[src/rtl/panda_sc_data_bus_if.sv]
// Single-outstanding load/store bridge between the core LSU and a req/gnt/rvalid data bus.
// A request is presented combinationally from the LSU in IDLE, then from captured registers until granted.
module panda_sc_data_bus_if #(
  parameter bit AlignAddr = 1'b1
) (
  input  logic        clk_i,
  input  logic        rst_ni,
  input  logic        lsu_req_i,
  input  logic [3:0]  lsu_we_i,
  input  logic [31:0] lsu_addr_i,
  input  logic [31:0] lsu_wdata_i,
  output logic [31:0] lsu_rdata_o,
  output logic        lsu_stall_o,
  output logic        lsu_err_o,
  output logic        data_req_o,
  input  logic        data_gnt_i,
  output logic [31:0] data_addr_o,
  output logic        data_we_o,
  output logic [3:0]  data_be_o,
  output logic [31:0] data_wdata_o,
  input  logic        data_rvalid_i,
  input  logic [31:0] data_rdata_i,
  input  logic        data_err_i
);

  typedef enum logic [1:0] {
    IDLE        = 2'd0,
    WAIT_GNT    = 2'd1,
    WAIT_RVALID = 2'd2,
    DONE        = 2'd3
  } state_e;

  state_e      state_r;
  logic [31:0] addr_r;
  logic [31:0] wdata_r;
  logic [3:0]  we_r;
  logic [31:0] rdata_r;
  logic        err_r;

  logic        req_s;
  logic        stall_s;
  logic [31:0] addr_sel_s;
  logic [31:0] wdata_sel_s;
  logic [3:0]  we_sel_s;

  // Select the bus request source: live LSU inputs in IDLE, captured copy while waiting for grant.
  always_comb begin
    req_s       = 1'b0;
    stall_s     = 1'b0;
    addr_sel_s  = 32'h0000_0000;
    wdata_sel_s = 32'h0000_0000;
    we_sel_s    = 4'b0000;
    case (state_r)
      IDLE: begin
        if (lsu_req_i && rst_ni) begin
          req_s       = 1'b1;
          stall_s     = 1'b1;
          addr_sel_s  = lsu_addr_i;
          wdata_sel_s = lsu_wdata_i;
          we_sel_s    = lsu_we_i;
        end else begin
          req_s   = 1'b0;
          stall_s = 1'b0;
        end
      end
      WAIT_GNT: begin
        req_s       = 1'b1;
        stall_s     = 1'b1;
        addr_sel_s  = addr_r;
        wdata_sel_s = wdata_r;
        we_sel_s    = we_r;
      end
      WAIT_RVALID: begin
        stall_s = 1'b1;
      end
      DONE: begin
        stall_s = 1'b0;
      end
      default: begin
        stall_s = 1'b0;
      end
    endcase
  end

  assign data_req_o   = req_s;
  assign data_addr_o  = AlignAddr ? {addr_sel_s[31:2], 2'b00} : addr_sel_s;
  assign data_wdata_o = wdata_sel_s;
  assign data_we_o    = |we_sel_s;
  // A load asks for the whole word; a store uses its own strobes.
  assign data_be_o    = !req_s ? 4'b0000 : ((|we_sel_s) ? we_sel_s : 4'b1111);
  assign lsu_stall_o  = stall_s;
  assign lsu_rdata_o  = rdata_r;
  assign lsu_err_o    = (state_r == DONE) && err_r;

  // Transaction FSM with request capture and response capture.
  always_ff @(posedge clk_i or negedge rst_ni) begin
    if (!rst_ni) begin
      state_r <= IDLE;
      addr_r  <= 32'h0000_0000;
      wdata_r <= 32'h0000_0000;
      we_r    <= 4'b0000;
      rdata_r <= 32'h0000_0000;
      err_r   <= 1'b0;
    end else begin
      case (state_r)
        IDLE: begin
          if (lsu_req_i) begin
            addr_r  <= lsu_addr_i;
            wdata_r <= lsu_wdata_i;
            we_r    <= lsu_we_i;
            state_r <= data_gnt_i ? WAIT_RVALID : WAIT_GNT;
          end
        end
        WAIT_GNT: begin
          if (data_gnt_i) begin
            state_r <= WAIT_RVALID;
          end
        end
        WAIT_RVALID: begin
          // Responses only count once the grant cycle is behind us.
          if (data_rvalid_i) begin
            rdata_r <= data_rdata_i;
            err_r   <= data_err_i;
            state_r <= DONE;
          end
        end
        DONE: begin
          state_r <= IDLE;
        end
        default: begin
          state_r <= IDLE;
        end
      endcase
    end
  end

endmodule

[config.mk]
export PLATFORM = sky130hd
export DESIGN_NAME = panda_sc_data_bus_if
export DESIGN_NICKNAME = d
export VERILOG_FILES = /design/src/rtl/panda_sc_data_bus_if.sv
export SDC_FILE = /design/constraint.sdc
export NUM_CORES = 1
export LEC_CHECK = 0
export CAP_MARGIN = 20
export CORE_ASPECT_RATIO = 0.8
export CORE_MARGIN = 10
export CORE_UTILIZATION = 40
export CTS_CLUSTER_DIAMETER = 120
export DETAILED_ROUTE_END_ITERATION = 12
export PLACE_DENSITY = 0.89
export SLEW_MARGIN = 20
export SYNTH_ARGS = -nofsm -noshare
export SYNTH_HDL_FRONTEND = slang
export SYNTH_SLANG_ARGS = --single-unit
[constraint.sdc]
create_clock -name clk_i -period 3.85 [get_ports clk_i]
set_input_delay 0.385 -clock clk_i [delete_from_list [all_inputs] [get_ports clk_i]]
set_output_delay 0.385 -clock clk_i [all_outputs]
set_load 0.005 [all_outputs]
Yosys cells after proc, flatten, opt, wreduce, memory -nomap -nowiden
Cells that the tools add are included.
{"block": "totals", "inputBits": 106, "out_inout_bits": 104, "reg_bits": 103}
{"block": "classes", "eq_ne": 6, "mux": 16, "n_reduce_logical": 8}
{"op": "$pmux 32 s2", "count": 2}
{"op": "$mux 32", "count": 2}
{"op": "$mux 4", "count": 3}
{"op": "$mux 2", "count": 4}
{"op": "$pmux 2 s4", "count": 1}
{"op": "$pmux 4 s2", "count": 1}
{"op": "$ne 2x2->1 const B", "count": 3}
{"op": "$eq 2x2->1 const B", "count": 2}
{"op": "$reduce_and 2->1", "count": 2}
{"op": "$reduce_or 4->1", "count": 1}
{"op": "$pmux 1 s3", "count": 1}
{"op": "$reduce_and 3->1", "count": 1}
{"op": "$eq 2x1->1 const B", "count": 1}
{"op": "$logic_and 1x1->1", "count": 2}
{"op": "$logic_not 2->1", "count": 1}
{"op": "$pmux 1 s2", "count": 1}
{"op": "$reduce_or 2->1", "count": 1}
{"op": "$mux 1", "count": 1}

Longest topological paths before layout
{"block": "logic_depth", "word_depth": 6, "mapped_depth": 7, "mapped_depth_nobuf": 5}

Worst setup path after synthesis
OpenSTA, ideal clock, no wires.
{"block": "synth_timing", "kind": "register to output", "startpoint": "reg state_r[0]", "endpoint": "out data_be_o[0]", "t_arrival_ns": 1.589, "n_path_buf": 1, "required_ns": 3.465, "slack_ns": 1.876, "path_stages_with_launch": 7, "path_cell_list": "dfrtp_1 -> inv_1 -> ha_1 -> and3_1 -> buf_6 -> a22o_1 -> o41ai_1"}
{"block": "synth_via", "elab_chain_cells": 5}
{"element": "start, declared", "line_no": "33", "text": "state_e state_r;"}
{"element": "start signal, assigned", "line_no": "111", "text": "state_r <= data_gnt_i ? WAIT_RVALID : WAIT_GNT;"}
{"element": "$eq 2x1->1 or $logic_not 2->1 (tied branches)", "line_no": "53", "text": "case (state_r)"}
{"element": "$pmux 4 s2", "line_no": "53"}
{"element": "$reduce_or 4->1", "line_no": "90", "text": "assign data_be_o = !req_s ? 4'b0000 : ((|we_sel_s) ? we_sel_s : 4'b1111);"}
{"element": "$mux 4", "line_no": "90"}
{"element": "$mux 4 (*)", "line_no": "90"}
{"element": "end, declared", "line_no": "19", "text": "output logic [3:0] data_be_o,"}
Every way passes the cells marked *; elsewhere a longest branch is shown, timed or not.

Worst setup path in the final report
{"block": "layout_timing", "startpoint": "in rst_ni", "endpoint": "out data_wdata_o[8]"}
{"block": "layout_via", "elab_chain_cells": 3}
{"element": "start, declared", "line_no": "7", "text": "input logic rst_ni,"}
{"element": "$logic_and 1x1->1", "line_no": "55", "text": "if (lsu_req_i && rst_ni) begin"}
{"element": "$mux 32", "line_no": "55"}
{"element": "$pmux 32 s2", "line_no": "53"}
{"element": "end, declared", "line_no": "20", "text": "output logic [31:0] data_wdata_o,"}
No other way between the ends.

==> flow_metrics.py <==
metrics = {
    "grt": {
        "gr-total-overflow": 0,
        "met1_usage": 0.1781,
        "grtUsageMet3": 0.09526,
        "grt_max_degree": 73,
        "use_met2": 0.2878,
        "grt_pass1_vias": 3960,
        "grt_antenna_before_repair": 0,
        "grt_usage": 0.1687,
        "grt_pass1_wl_um": 21890,
        "top_usage_layer": "met2",
    },
    "placed_design": {
        "place.gp.congestion": 0.7970,
        "port_buffers": 205,
        "dp.cells": 654,
        "dp_hpwl_um": 10570,
    },
    "cells_and_area": {
        "drive_gt1_frac": 0.2353,
        "fin_cells": 672,
        "finalNetCount": 632,
        "final_util": 0.6380,
        "area_growth_pct": 53.34,
        "fillers": 827,
    },
    "yosys": {
        "synthesis.area_um2": 4602,
        "synth_commonest_cells": "101 x dfrtp_1, 100 x mux2_2, 66 x a22o_1, 17 x buf_2, 7 x clkbuf_1",
        "yosysWarnings": 0,
        "syn-instance-count": 327,
        "synth-seq-cells": 101,
        "synthArstFlopShare": 1.000,
        "ys_types": 22,
        "synthMostInstantiatedCell": "dfrtp_1",
        "yosys-top-cells-area": "dfrtp_1 55%, mux2_2 24%, a22o_1 13%",
        "ys.flop_type": "dfrtp_1",
        "yosysTopAreaCell": "dfrtp_1",
        "yosysSeqAreaShare": 0.5492,
        "syn_area_per_cell_um2": 14.07,
        "yosysTopAreaCellShare": 0.5492,
        "synth_edf_count": 0,
    },
    "timing": {
        "rsz0062_at_grt": "false",
        "tns_ns": 0,
        "fin_skew_ns": 0.004909,
        "hold_viol": 0,
        "period_share": 0.9426,
        "drv_slew": 0,
        "setup_violations": 0,
        "fmax_mhz": 275.6,
        "relSlewSlack": 0.3829,
        "worst_slew_pin_slew_ns": 0.9257,
        "period_needed_ns": 3.629,
    },
    "cts": {
        "cts.htree.levels": 3,
        "clock-sinks": 101,
        "clk-insertion-delay-late_ns": 0.34,
        "cts_tree": "yes",
        "numCtsBuffers": 9,
        "cts_setup_buffers": 0,
        "cts-root-buf": "clkbuf_16",
        "clk_pin_slew_ns": 0.07,
        "cts_buffer_depth": 2,
    },
    "critical_path": {
        "crit_path_max_fanout": 40,
        "critPathLaunchType": "primary input",
        "criticalPathCategory": "in -> out",
        "cp-end-kind": "output port",
        "critPathArrivalTime_ns": 3.24,
        "cp.required_ns": 3.46,
    },
    "floorplan": {
        "ios": 210,
        "rows": 34,
        "core_um2": 11060,
        "die_x_um": 139.9,
        "die_area_um2": 16220,
        "die_y_um": 115.9,
        "initial_core_util": 0.4161,
    },
    "flow_run": {
        "max_cap_violations": 0,
    },
    "worst_hold_path": {
        "hp-class": "in -> async",
    },
    "detailed_routing": {
        "wl_per_cell_um": 20.81,
        "drt-total-wl_um": 13990,
        "drt_first_iter_violations": 150,
        "via_per_inst": 5.299,
        "drc": 0,
        "first_pass_iters": 4,
        "route.vias.total": 3561,
        "ant_nets": 0,
    },
    "power": {
        "peakVddDrop_v": 0.0005175,
        "power.density_nw_per_um2": 776.3,
        "power.leakage_nw": 2.927,
    },
    "run_status": {
        "status": "complete, no violations",
    },
}
==> critical path, stage by stage <==
cell and delay (ns):
dlygate4sd3_1 0.53, buf_4 0.35, and3_2 0.68, buf_4 0.50, a22o_1 0.21, clkdlybuf4s50_1 0.54
==> per-stage QoR <==
step | hold slack, ns | setup WS (ns) | power [mW] | instance area [um2]
final | 0.5003 | 0.2211 | 5.478 | 7057
after global routing | 0.5140 | 0.009104 | 5.836 | 7054
after global placement | 0.3259 | 0.7188 | 4.497 | 6750
after CTS | 0.5027 | 0.1717 | 5.560 | 7054
after floorplan | 0.08941 | 1.876 | 3.167 | 4606
after detailed placement | 0.3324 | 0.6788 | 4.631 | 6750
==> logic make-up after synthesis <==
group,share of synthesized area
simple gates,0.01088
flops,0.5492
other cells,0.0008149
mux,0.2490
compound gates,0.1436
fa+ha+maj,0.01088
buf+inv,0.03562
==> state kept, by name, indices dropped and copies added, names as in the netlist <==
register and count:
addr_r 30, wdata_r 32, state_r 2, err_r 1
we_r 4, lsu_rdata_o 32
==> metal layers <==
metal / vias up / part of all wire / routed length [um]
met4: 0 / 0.0091 / 127
li1: 1620 / - / -
met5: - / 0 / 0
met2: 139 / 0.49 / 6910
met3: 12 / 0.12 / 1623
met1: 1790 / 0.38 / 5322
==> report_power, final <==
part / leakage (nW) / switching [mW] / internal [mW]
Sequential: 1.19 / 0.293 / 1.61
Combinational: 1.59 / 0.959 / 1.71
Clock: 0.143 / 0.383 / 0.520
==> cells in the final DEF, fill, tap and decap left out, types with 2 or more instances in the layout <==
cell / netlist / layout
a22o_1: 66 / 66
a22oi_1: 4 / 4
buf_4: 2 / 5
clkbuf_1: 7 / 2
clkbuf_16: 0 / 9
clkdlybuf4s50_1: 0 / 204
clkinv_2: 0 / 2
conb_1: 1 / 2
dfrtp_1: 101 / 101
ha_1: 4 / 3
inv_1: 6 / 6
mux2_2: 100 / 100
mux2i_1: 2 / 2
nand2_1: 4 / 3
nand2b_1: 2 / 2
o41ai_1: 3 / 3
==> repair_timing <==
item | CTS | global route
hold buffers | 1 | 0
endpoints found under the hold margin | 29 | 0
resized for setup | 0 | 0
==> layout make-up <==
class                           instances  area (um2)  share of cell area
Antenna cell                            1       2.502           0.0003546
Clock buffer                           12       246.5             0.03493
Clock inverter                          4       47.55            0.006738
Inverter                                6       22.52            0.003191
Multi-Input combinational cell        193        1921              0.2722
Sequential cell                       101        2527              0.3582
Tap cell                              144       180.2             0.02553
Timing Repair Buffer                  211        2110              0.2989
==> final timing paths <==
path	endpoint	slack [ns]	start	cells past startpoint
setup / recovery	data_wdata_o[8]	0.22	rst_ni	6
hold / removal	lsu_rdata_o[18]$_DFFE_PN0P_	0.50	rst_ni	2
setup reg to reg	state_r[1]$_DFFE_PN0P_	1.55	state_r[1]$_DFFE_PN0P_	5
hold reg to reg	err_r$_DFFE_PN0P_	0.50	err_r$_DFFE_PN0P_	1
max in group asynchronous	addr_r[3]$_DFFE_PN0P_	2.08	rst_ni	3
min in group clk_i	err_r$_DFFE_PN0P_	0.50	err_r$_DFFE_PN0P_	1
(Power assumes the default switching activity.)
